File: config.mk
export PLATFORM = sky130hd
export DESIGN_NAME = detector_linie_tura
export DESIGN_NICKNAME = d
export VERILOG_FILES = /design/src/rtl/detector_linie_tura.sv
export SDC_FILE = /design/constraint.sdc
export NUM_CORES = 1
export LEC_CHECK = 0
export CORE_ASPECT_RATIO = 1.75
export CORE_UTILIZATION = 50
export DETAILED_ROUTE_END_ITERATION = 10
export PLACE_DENSITY_LB_ADDON = 0.25
export REMOVE_ABC_BUFFERS = 1
export SYNTH_ARGS = -nofsm -noshare
export SYNTH_HDL_FRONTEND = slang
export SYNTH_SLANG_ARGS = --single-unit
export TNS_END_PERCENT = 30
File: constraint.sdc
create_clock -name tact -period 5.4 [get_ports tact]
set_input_delay 1.62 -clock tact [delete_from_list [all_inputs] [get_ports tact]]
set_output_delay 1.62 -clock tact [all_outputs]
set_load 0.02 [all_outputs]
File: src/rtl/detector_linie_tura.sv
// Finish-line detector: synchronizes the line sensors, debounces the full-width stripe,
// emits one lap pulse per crossing and then locks out until the stripe has cleared.
module detector_linie_tura #(
  parameter int NR_SENZORI   = 5,
  parameter int MIN_ACTIVE   = 5,
  parameter int DEBOUNCE_CYC = 1000,
  parameter int LOCKOUT_CYC  = 50_000_000
) (
  input  logic                  tact,
  input  logic                  reset,
  input  logic                  enable,
  input  logic [NR_SENZORI-1:0] senzori,
  output logic                  tura_puls,
  output logic                  marker_activ,
  output logic                  blocat,
  output logic [1:0]            stare,
  output logic [7:0]            nr_respinse
);

  localparam int DW = $clog2(DEBOUNCE_CYC + 1);
  localparam int LW = $clog2(LOCKOUT_CYC + 1);

  typedef enum logic [1:0] {
    IDLE    = 2'b00,
    CONFIRM = 2'b01,
    PULSE   = 2'b10,
    LOCKOUT = 2'b11
  } stateT;

  stateT                 state;
  stateT                 stateNext;
  logic [NR_SENZORI-1:0] sync1;
  logic                  markerNext;
  logic [DW-1:0]         cntDeb;
  logic [DW-1:0]         cntDebNext;
  logic [LW-1:0]         cntLock;
  logic [LW-1:0]         cntLockNext;
  logic [7:0]            respNext;

  function automatic logic isMarker(input logic [NR_SENZORI-1:0] v);
    int ones;
    ones = 0;
    for (int i = 0; i < NR_SENZORI; i++) begin
      if (v[i]) ones++;
    end
    return ones >= MIN_ACTIVE;
  endfunction

  // The popcount is taken on the first sync stage and registered, so marker_activ is
  // the second synchronizer stage and drives the FSM directly without extra latency.
  assign markerNext = isMarker(sync1);
  assign stare      = state;

  always_comb begin
    stateNext   = state;
    cntDebNext  = cntDeb;
    cntLockNext = cntLock;
    respNext    = nr_respinse;
    if (!enable) begin
      stateNext   = IDLE;
      cntDebNext  = '0;
      cntLockNext = '0;
    end else begin
      case (state)
        IDLE: begin
          if (marker_activ) begin
            stateNext  = CONFIRM;
            cntDebNext = DW'(1);
          end
        end
        CONFIRM: begin
          if (!marker_activ) begin
            stateNext  = IDLE;
            cntDebNext = '0;
            if (nr_respinse != 8'hFF) respNext = nr_respinse + 8'd1;
          end else if (cntDeb == DW'(DEBOUNCE_CYC)) begin
            stateNext = PULSE;
          end else begin
            cntDebNext = cntDeb + DW'(1);
          end
        end
        PULSE: begin
          stateNext   = LOCKOUT;
          cntDebNext  = '0;
          cntLockNext = '0;
        end
        LOCKOUT: begin
          // A stripe still under the car after the timeout keeps us here, never re-counted.
          if (cntLock == LW'(LOCKOUT_CYC)) begin
            if (!marker_activ) begin
              stateNext   = IDLE;
              cntLockNext = '0;
            end
          end else begin
            cntLockNext = cntLock + LW'(1);
          end
        end
        default: stateNext = IDLE;
      endcase
    end
  end

  always_ff @(posedge tact) begin
    if (reset) begin
      sync1        <= '0;
      marker_activ <= 1'b0;
      state        <= IDLE;
      cntDeb       <= '0;
      cntLock      <= '0;
      nr_respinse  <= '0;
      tura_puls    <= 1'b0;
      blocat       <= 1'b0;
    end else begin
      sync1        <= senzori;
      marker_activ <= markerNext;
      state        <= stateNext;
      cntDeb       <= cntDebNext;
      cntLock      <= cntLockNext;
      nr_respinse  <= respNext;
      tura_puls    <= (stateNext == PULSE);
      blocat       <= (stateNext == LOCKOUT);
    end
  end

endmodule

==> Implementation_results.wiki, run 1 <==
{| class="wikitable"
! Metric !! Value
|-
| Vias per cell || 6.002
|-
| Count of buffer and inverter cells on the critical path || 1
|-
| Post-CTS Hold Buffers || 0
|-
| Power per standard cell area || 222.8 mW/mm2
|-
| Die Ht || between 100 and 150 um
|-
| Critical path's slowest cell || sky130_fd_sc_hd__clkdlybuf4s50_1
|-
| CTS max path bufs || 2
|-
| Total negative setup slack || 0 ns
|-
| Top cells by area in the synthesized netlist || sky130_fd_sc_hd__dfxtp_1 (34%), sky130_fd_sc_hd__ha_1 (6.3%), sky130_fd_sc_hd__nand2_1 (3.7%)
|-
| Post-synthesis cell area || 0.003174 mm2
|-
| Nature of the critical path startpoint || input pin
|-
| Peak ir drop on the vdd network || 0.0001344 V
|-
| # Max-Cap Violations || 0
|-
| Logic gate share of total power || 0.058
|-
| Maximum number of pins on one net before global-route repair || 20
|-
| Hold path startpoint || cntDeb[3]
|-
| Depth of the worst hold-timing path || 2
|-
| Wirelength per Cell || around 15 um
|-
| Yosys Warn Count || 0
|-
| Hold/Removal Path Class || flop to flop
|-
| Insertion delay of the later-clocked pin in the worst-skew pair || 0.32 ns
|-
| Number of levels in the clock H-tree || 2
|-
| Tot GR Track Use || 0.2181
|-
| Count of cells along the worst register-to-register path || 7
|-
| Time the final worst path needs with I/O delays and setup || between 3 and 4 ns
|-
| Most used flip-flop cell after synthesis || sky130_fd_sc_hd__dfxtp_1
|-
| Sequential area share after synthesis || 0.3406
|-
| Nets@finish || 403
|-
| Leak pwr || 1.396 nW
|-
| Synthesized instance count || 366
|-
| Switching portion of total power || 0.2142
|-
| Total wire length after detailed routing || 6819 um
|-
| Share of flip-flops with an asynchronous set or reset || 0
|-
| Sequential group share of total power || 0.515
|-
| Final global-route overflow total || 0
|-
| Horiz. Die Dim || 62.23 um
|-
| DIE AREA || 0.006684 mm2
|-
| Count of endpoints failing setup in the final report || 0
|-
| Buffer type at the clock tree root || sky130_fd_sc_hd__clkbuf_8
|-
| Placer congestion estimate || 0.8542
|-
| Reg-to-reg slack, setup || 3.11 ns
|-
| Worst Path Max Fanout || 16
|-
| Vias in the first global route || 2578
|-
| Effective utilization at floorplan || 0.5136
|-
| Number of top-level pins || 21
|-
| Number of register bits inferred by synthesis || between 50 and 60
|-
| # diodes || 0
|-
| Share of power burned in the clock network || 0.427
|-
| Most area-hungry cell type in the Yosys netlist || sky130_fd_sc_hd__dfxtp_1
|-
| EDFF count, synth || 0
|-
| Internal Dissipation || 0.6178 mW
|-
| 1st-pass router iterations || 4
|-
| Result of the run || completed
|-
| Crit path largest cell delay || roughly 0.67 ns
|-
| Via count || 2761
|-
| Total clock buffers created by CTS || 5
|-
| Post-synthesis cell type count || between 50 and 60
|-
| Final Max Tran Viols || 0
|-
| Crit path DAT || 3.92 ns
|-
| Final hold violation count || 0
|-
| Fraction of final layout cells sized beyond drive strength 1 || 0.05526
|-
| Crit path cell chain || clkdlybuf4s50_1, nor2b_1, o211ai_2, nor3_1, a211o_1
|-
| CTS clock-pin slew for the worst setup and hold paths || about 0.10 ns
|-
| Register area || 0.001081 mm2
|-
| Total half-perimeter wirelength after legalization and detailed placement || 5074 um
|-
| Area of the multi-input gates || just under 0.002 mm2
|-
| Gates resized, CTS repair || 0
|-
| Count of buffers inserted at the top-level ports || 20
|-
| Core Area || 0.006181 mm2
|-
| Num Clock Sinks || 54
|-
| Worst Clk Skew || roughly 0.0049 ns
|-
| Global-route wire length before repair || 11590 um
|-
| Row cnt || 38
|-
| Capturing element type of the critical path || flop
|-
| 1st-iter DRT viols || 149
|-
| Layout filler cell count || 586
|-
| Final antenna-violating net count || 0
|-
| Fraction of synthesized cell area taken by the top area cell type || 0.3406
|-
| Reg-to-reg startpoint || stare[1]
|-
| CP required || 5.67 ns
|-
| Category of the critical setup timing path || input pin to flop
|-
| Post-CTS setup repair buffer count || 0
|-
| Unrepaired setup endpoints after global routing || no
|-
| Syn-to-layout area delta || 11.15%
|-
| Antenna violations before repair || 0
|-
| Worst Max-Slew Pin Slew || a little under 0.8 ns
|-
| P_sw || roughly 0.17 mW
|-
| Final Power || 0.7863 mW
|-
| CTS tree || done
|-
| Largest delay share family, worst path || simple AND/OR/NAND/NOR gates
|-
| Synth Area per Inst || 8.673 um2
|-
| Post-detailed-route DRC marker count || 0
|-
| Achievable clock frequency || 274.0 MHz
|-
| Worst Hold Path EP || cntDeb[3]
|-
| Relative slew margins || 0.4815
|-
| Worst r2r dst || cntDeb[9]
|-
| Ratio of final minimum period to clock period || 0.6760
|}
==> layout make-up <==
class / count / share of cell area
Tap cell: 80 / 0.02837
Clock buffer: 6 / 0.02340
Multi-Input combinational cell: 284 / 0.5532
Sequential cell: 54 / 0.3064
Clock inverter: 2 / 0.01702
Inverter: 14 / 0.01489
Timing Repair Buffer: 20 / 0.05674
==> state kept, by name, summed over array words and instances, names as in the netlist <==
register / count
cntLock: 26
cntDeb: 10
nr_respinse: 8
sync1: 5
stare: 2
blocat: 1
marker_activ: 1
tura_puls: 1
==> cells in the final DEF, fill, tap and decap left out, drive strengths merged, types with 14 or more instances in the layout <==
master	Yosys	layout
dfxtp	54	54
clkdlybuf4s50	0	20
nand4	17	17
inv	14	14
nand3	19	19
nor3	20	20
nand2	31	31
nor2	24	24
and3	18	18
ha	16	16
==> worst max-delay path by stage <==
stage / start / end / slack (ns) / depth (start not counted)
finish: reset / cntLock[9] / 1.75 / 5
global placement: reset / cntLock[14] / 1.48 / 5
global route: reset / cntLock[25] / 1.52 / 5
floorplan: enable / cntLock[13] / 2.65 / 4
CTS: reset / cntLock[9] / 1.75 / 5
detailed placement: reset / cntLock[9] / 1.42 / 5
==> cells by family after synthesis <==
| kind of cell | after synthesis | share of synthesized area |
|---|---|---|
| XOR/XNOR | 18 | 0.04966 |
| multiplexers | 8 | 0.02562 |
| AND/OR/NAND/NOR | 181 | 0.3299 |
| AO/OA/AOI/OAI | 61 | 0.1466 |
| flip-flops | 54 | 0.3406 |
| buffers and inverters | 28 | 0.04454 |
| adder cells (fa/ha/maj) | 16 | 0.06307 |
==> power by group through the flow <==
stage | Sequential, mW | Clock [mW] | Combinational (mW)
global route | 0.406 | 0.355 | 0.0518
global placement | 0.414 | 0 | 0.0442
CTS | 0.405 | 0.344 | 0.0459
detailed placement | 0.414 | 0 | 0.0457
floorplan | 0.414 | 0 | 0.0291
finish | 0.405 | 0.336 | 0.0456
==> Yosys cell counts (all sizes together) (4+ instances only) <==
cell    number
dfxtp       54
nand2       31
nor2        24
nor3        20
nand3       19
and3        18
nand4       17
ha          16
inv         14
a211o       12
a21oi       11
o21ai       11
nor2b       10
xor2        10
and2         8
xnor2        8
buf          7
clkbuf       7
mux2i        7
nor4         6
and4         5
nand2b       5
or3          5
nor4b        4
==> layer usage <==
layer,vias up,GRT usage,routed length (um)
li1,1367,-,-
met1,1328,0.2194,2704
met2,51,0.4231,3802
met3,15,0.03390,134
met4,0,0.1130,178
met5,-,0,0
==> metrics by stage <==
| step | setup WS, ns | area, um2 | utilization | cells | hold WS (ns) |
|---|---|---|---|---|---|
| floorplan | 2.653 | 3085 | - | 352 | 0.4607 |
| global placement | 1.480 | 3386 | 0.5478 | 452 | 0.4761 |
| detailed placement | 1.423 | 3386 | 0.5478 | 452 | 0.4874 |
| CTS | 1.750 | 3528 | 0.5709 | 460 | 0.5034 |
| global route | 1.521 | 3528 | 0.5709 | 460 | 0.5224 |
| finish | 1.750 | 3528 | 0.5709 | 460 | 0.5046 |
==> worst min-delay path, cell delays in order, from the launching register on <==
cell                      delay [ns]
sky130_fd_sc_hd__dfxtp_1        0.35
sky130_fd_sc_hd__nand2_1        0.06
sky130_fd_sc_hd__a21oi_1        0.05
(Power assumes the default switching activity.)
==> inputs of run 2 (changes only) <==
==> constraint.sdc (replaced) <==
create_clock -name tact -period 3.74 [get_ports tact]
set_input_delay 1.122 -clock tact [delete_from_list [all_inputs] [get_ports tact]]
set_output_delay 1.122 -clock tact [all_outputs]
set_load 0.02 [all_outputs]
==> Implementation_results.wiki, run 2 (synthesized netlist as in run 1, its figures left out) <==
{| class="wikitable"
! Metric !! Value
|-
| Unrepaired setup endpoints after global routing || no
|-
| Placed Cells || 454 (+0.44%)
|-
| Reg-to-reg slack, setup || 1.48 ns (-1.63 ns)
|-
| Number of levels in the clock H-tree || 2 (unchanged)
|-
| Power per standard cell area || 318.5 mW/mm2 (+43%)
|-
| Final hold violation count || 0 (unchanged)
|-
| Final Power || 1.128 mW (+44%)
|-
| Most frequent standard cell in the layout excluding fill and tap cells || sky130_fd_sc_hd__dfxtp_1
|-
| Horiz. Die Dim || 62.23 um (unchanged)
|-
| Category of the critical setup timing path || flop to output port
|-
| Depth of the worst hold-timing path || 2 (unchanged)
|-
| Min Hold Slack || 0.5155 ns (+0.01086 ns)
|-
| Row cnt || 38 (unchanged)
|-
| Num Clock Sinks || 54 (unchanged)
|-
| Total clock buffers created by CTS || 5 (unchanged)
|-
| Worst Path Max Fanout || 11 (-5)
|-
| Post-detailed-route DRC marker count || 0 (unchanged)
|-
| Count of buffer and inverter cells on the critical path || 1 (unchanged)
|-
| Final antenna-violating net count || 0 (unchanged)
|-
| CP required || 2.62 ns (-3.05 ns)
|-
| DIE AREA || 0.006684 mm2 (unchanged)
|-
| Leading cell types in the layout, fill and taps excluded || sky130_fd_sc_hd__dfxtp_1 (54), sky130_fd_sc_hd__nand2_1 (31), sky130_fd_sc_hd__nor2_1 (24)
|-
| Final global-route overflow total || 0 (unchanged)
|-
| Crit path cell chain || clkdlybuf4s50_1
|-
| Post-CTS setup repair buffer count || 0 (unchanged)
|-
| 1st-pass router iterations || 4 (unchanged)
|-
| Setup WS pre-CTS || 0.9203 ns (-0.5029 ns)
|-
| Count of buffers inserted at the top-level ports || 20 (unchanged)
|-
| CTS max path bufs || 2 (unchanged)
|-
| CTS tree || done
|-
| Core Area || 0.006181 mm2 (unchanged)
|-
| Maximum number of pins on one net before global-route repair || 20 (unchanged)
|-
| Largest regs || cntLock (26), cntDeb (10), nr_respinse (8)
|-
| Global-route wire length before repair || 11320 um (-2.4%)
|-
| Crit path DAT || 1.52 ns (-2.40 ns)
|-
| Vias per cell || 5.935 (-1.1%)
|-
| Tot GR Track Use || 0.2095 (-0.008600)
|-
| Hold path startpoint || cntDeb[3]
|-
| Reg-to-reg startpoint || cntLock[0]
|-
| Final Max Tran Viols || 0 (unchanged)
|-
| Share of the core filled with cells || 0.5733 (+0.002429)
|-
| Post-layout instance area || 0.003543 mm2 (+0.43%)
|-
| Setup ws final || 1.097 ns (-0.6530 ns)
|-
| Layout filler cell count || 596 (+1.7%)
|-
| Nets@finish || 405 (+0.50%)
|-
| Crit path largest cell delay || 0.67 ns (about the same)
|-
| Hold/Removal Path Class || flop to flop
|-
| Achievable clock frequency || 378.3 MHz
|-
| Total half-perimeter wirelength after legalization and detailed placement || 5018 um (-1.1%)
|-
| Number of top-level pins || 21 (unchanged)
|-
| Die Ht || 107.4 um (unchanged)
|-
| # diodes || 0 (unchanged)
|-
| Largest delay share family, worst path || buffers and inverters
|-
| Peak ir drop on the vdd network || 0.0001710 V (+27%)
|-
| Relative slew margins || 0.4863 (+0.004793)
|-
| Register bank with the most flops || cntLock
|-
| Antenna violations before repair || 0 (unchanged)
|-
| Time the final worst path needs with I/O delays and setup || 2.643 ns
|-
| Placer congestion estimate || 0.8902 (+4.2%)
|-
| Total wire length after detailed routing || 6657 um (-2.4%)
|-
| Effective utilization at floorplan || 0.5136 (unchanged)
|-
| Share of power burned in the clock network || 0.423 (-0.004)
|-
| Final non-filler cell total || 462 (+0.43%)
|-
| Placement Cell Area || 0.003401 mm2 (+0.44%)
|-
| Ratio of final minimum period to clock period || 0.7067
|-
| Nature of the critical path startpoint || flop
|-
| # Max-Cap Violations || 0 (unchanged)
|-
| Internal Dissipation || 0.8932 mW (+45%)
|-
| Gates resized, CTS repair || 0 (unchanged)
|-
| Worst r2r dst || cntLock[22]
|-
| Max FFs per register || 26 (unchanged)
|-
| Sequential group share of total power || 0.518 (+0.003)
|-
| Vias in the first global route || 2520 (-2.2%)
|-
| Worst Max-Slew Pin Slew || 0.7682 ns (-0.007168 ns)
|-
| CTS clock-pin slew for the worst setup and hold paths || 0.10 ns (about the same)
|-
| Switching portion of total power || 0.2085 (-0.005747)
|-
| Result of the run || completed
|-
| Via count || 2742 (-0.69%)
|-
| Count of cells along the worst register-to-register path || 6 (-1)
|-
| Insertion delay of the later-clocked pin in the worst-skew pair || 0.31 ns (about the same)
|-
| Buffer type at the clock tree root || sky130_fd_sc_hd__clkbuf_8
|-
| Count of endpoints failing setup in the final report || 0 (unchanged)
|-
| P_sw || 0.2353 mW (+40%)
|-
| Fraction of final layout cells sized beyond drive strength 1 || 0.06021 (+0.004946)
|-
| Total negative setup slack || 0 ns (unchanged)
|-
| Syn-to-layout area delta || 11.63%
|-
| Capturing element type of the critical path || output port
|-
| Worst Clk Skew || 0.007040 ns (+0.002092 ns)
|-
| Leak pwr || 1.406 nW (+0.71%)
|-
| Wirelength per Cell || 14.41 um (-2.8%)
|-
| Worst Hold Path EP || cntDeb[3]
|-
| Critical path's slowest cell || sky130_fd_sc_hd__clkdlybuf4s50_1
|-
| Post-CTS Hold Buffers || 0 (unchanged)
|-
| 1st-iter DRT viols || 169 (+13%)
|-
| Logic gate share of total power || 0.060 (+0.002)
|}
==> run 2: cell types whose count changed in the layout (fill, tap and decap cells not counted), sizes merged <==
| cell | previous run | this run |
|---|---|---|
| buf | 0 | 2 |
==> run 2: how the worst max path moves through the flow <==
| stage | from | end | slack [ns] | cells past startpoint |
|---|---|---|---|---|
| 2_1_floorplan | enable | cntLock[13] | 1.49 | 4 |
| 3_3_place_gp | enable | nr_respinse[5] | 0.92 | 6 |
| 3_5_place_dp | enable | nr_respinse[5] | 0.92 | 6 |
| 4_1_cts | marker_activ | marker_activ | 1.08 | 1 |
| 5_1_grt | marker_activ | marker_activ | 1.02 | 1 |
| 6_report | marker_activ | marker_activ | 1.10 | 1 |
==> run 2: power groups by stage <==
stage               sequential [mW]  clock (mW)  combinational (mW)
floorplan                     0.598           0              0.0421
global placement              0.597           0              0.0656
detailed placement            0.598           0              0.0674
CTS                           0.584       0.489              0.0677
global route                  0.586       0.511              0.0751
finish                        0.584       0.477              0.0673
==> run 2: cell type report <==
type,count,area (um2),share of cell area
tap,80,100.1,0.02825
inverter,14,52.55,0.01483
clock inverter,2,60.06,0.01695
timing repair buffer,22,215.2,0.06073
sequential,54,1081,0.3051
clock buffer,6,82.58,0.02331
multi-input combinational,284,1952,0.5508
==> run 2: layer usage <==
metal  global-route usage  vias up  part of all wire  wire (um)
li1                     -     1372                 -          -
met1               0.2113     1317              0.38       2557
met2               0.4176       39              0.57       3818
met3              0.02754       14             0.021        142
met4              0.09136        0             0.021        139
met5                    0        -                 0          0
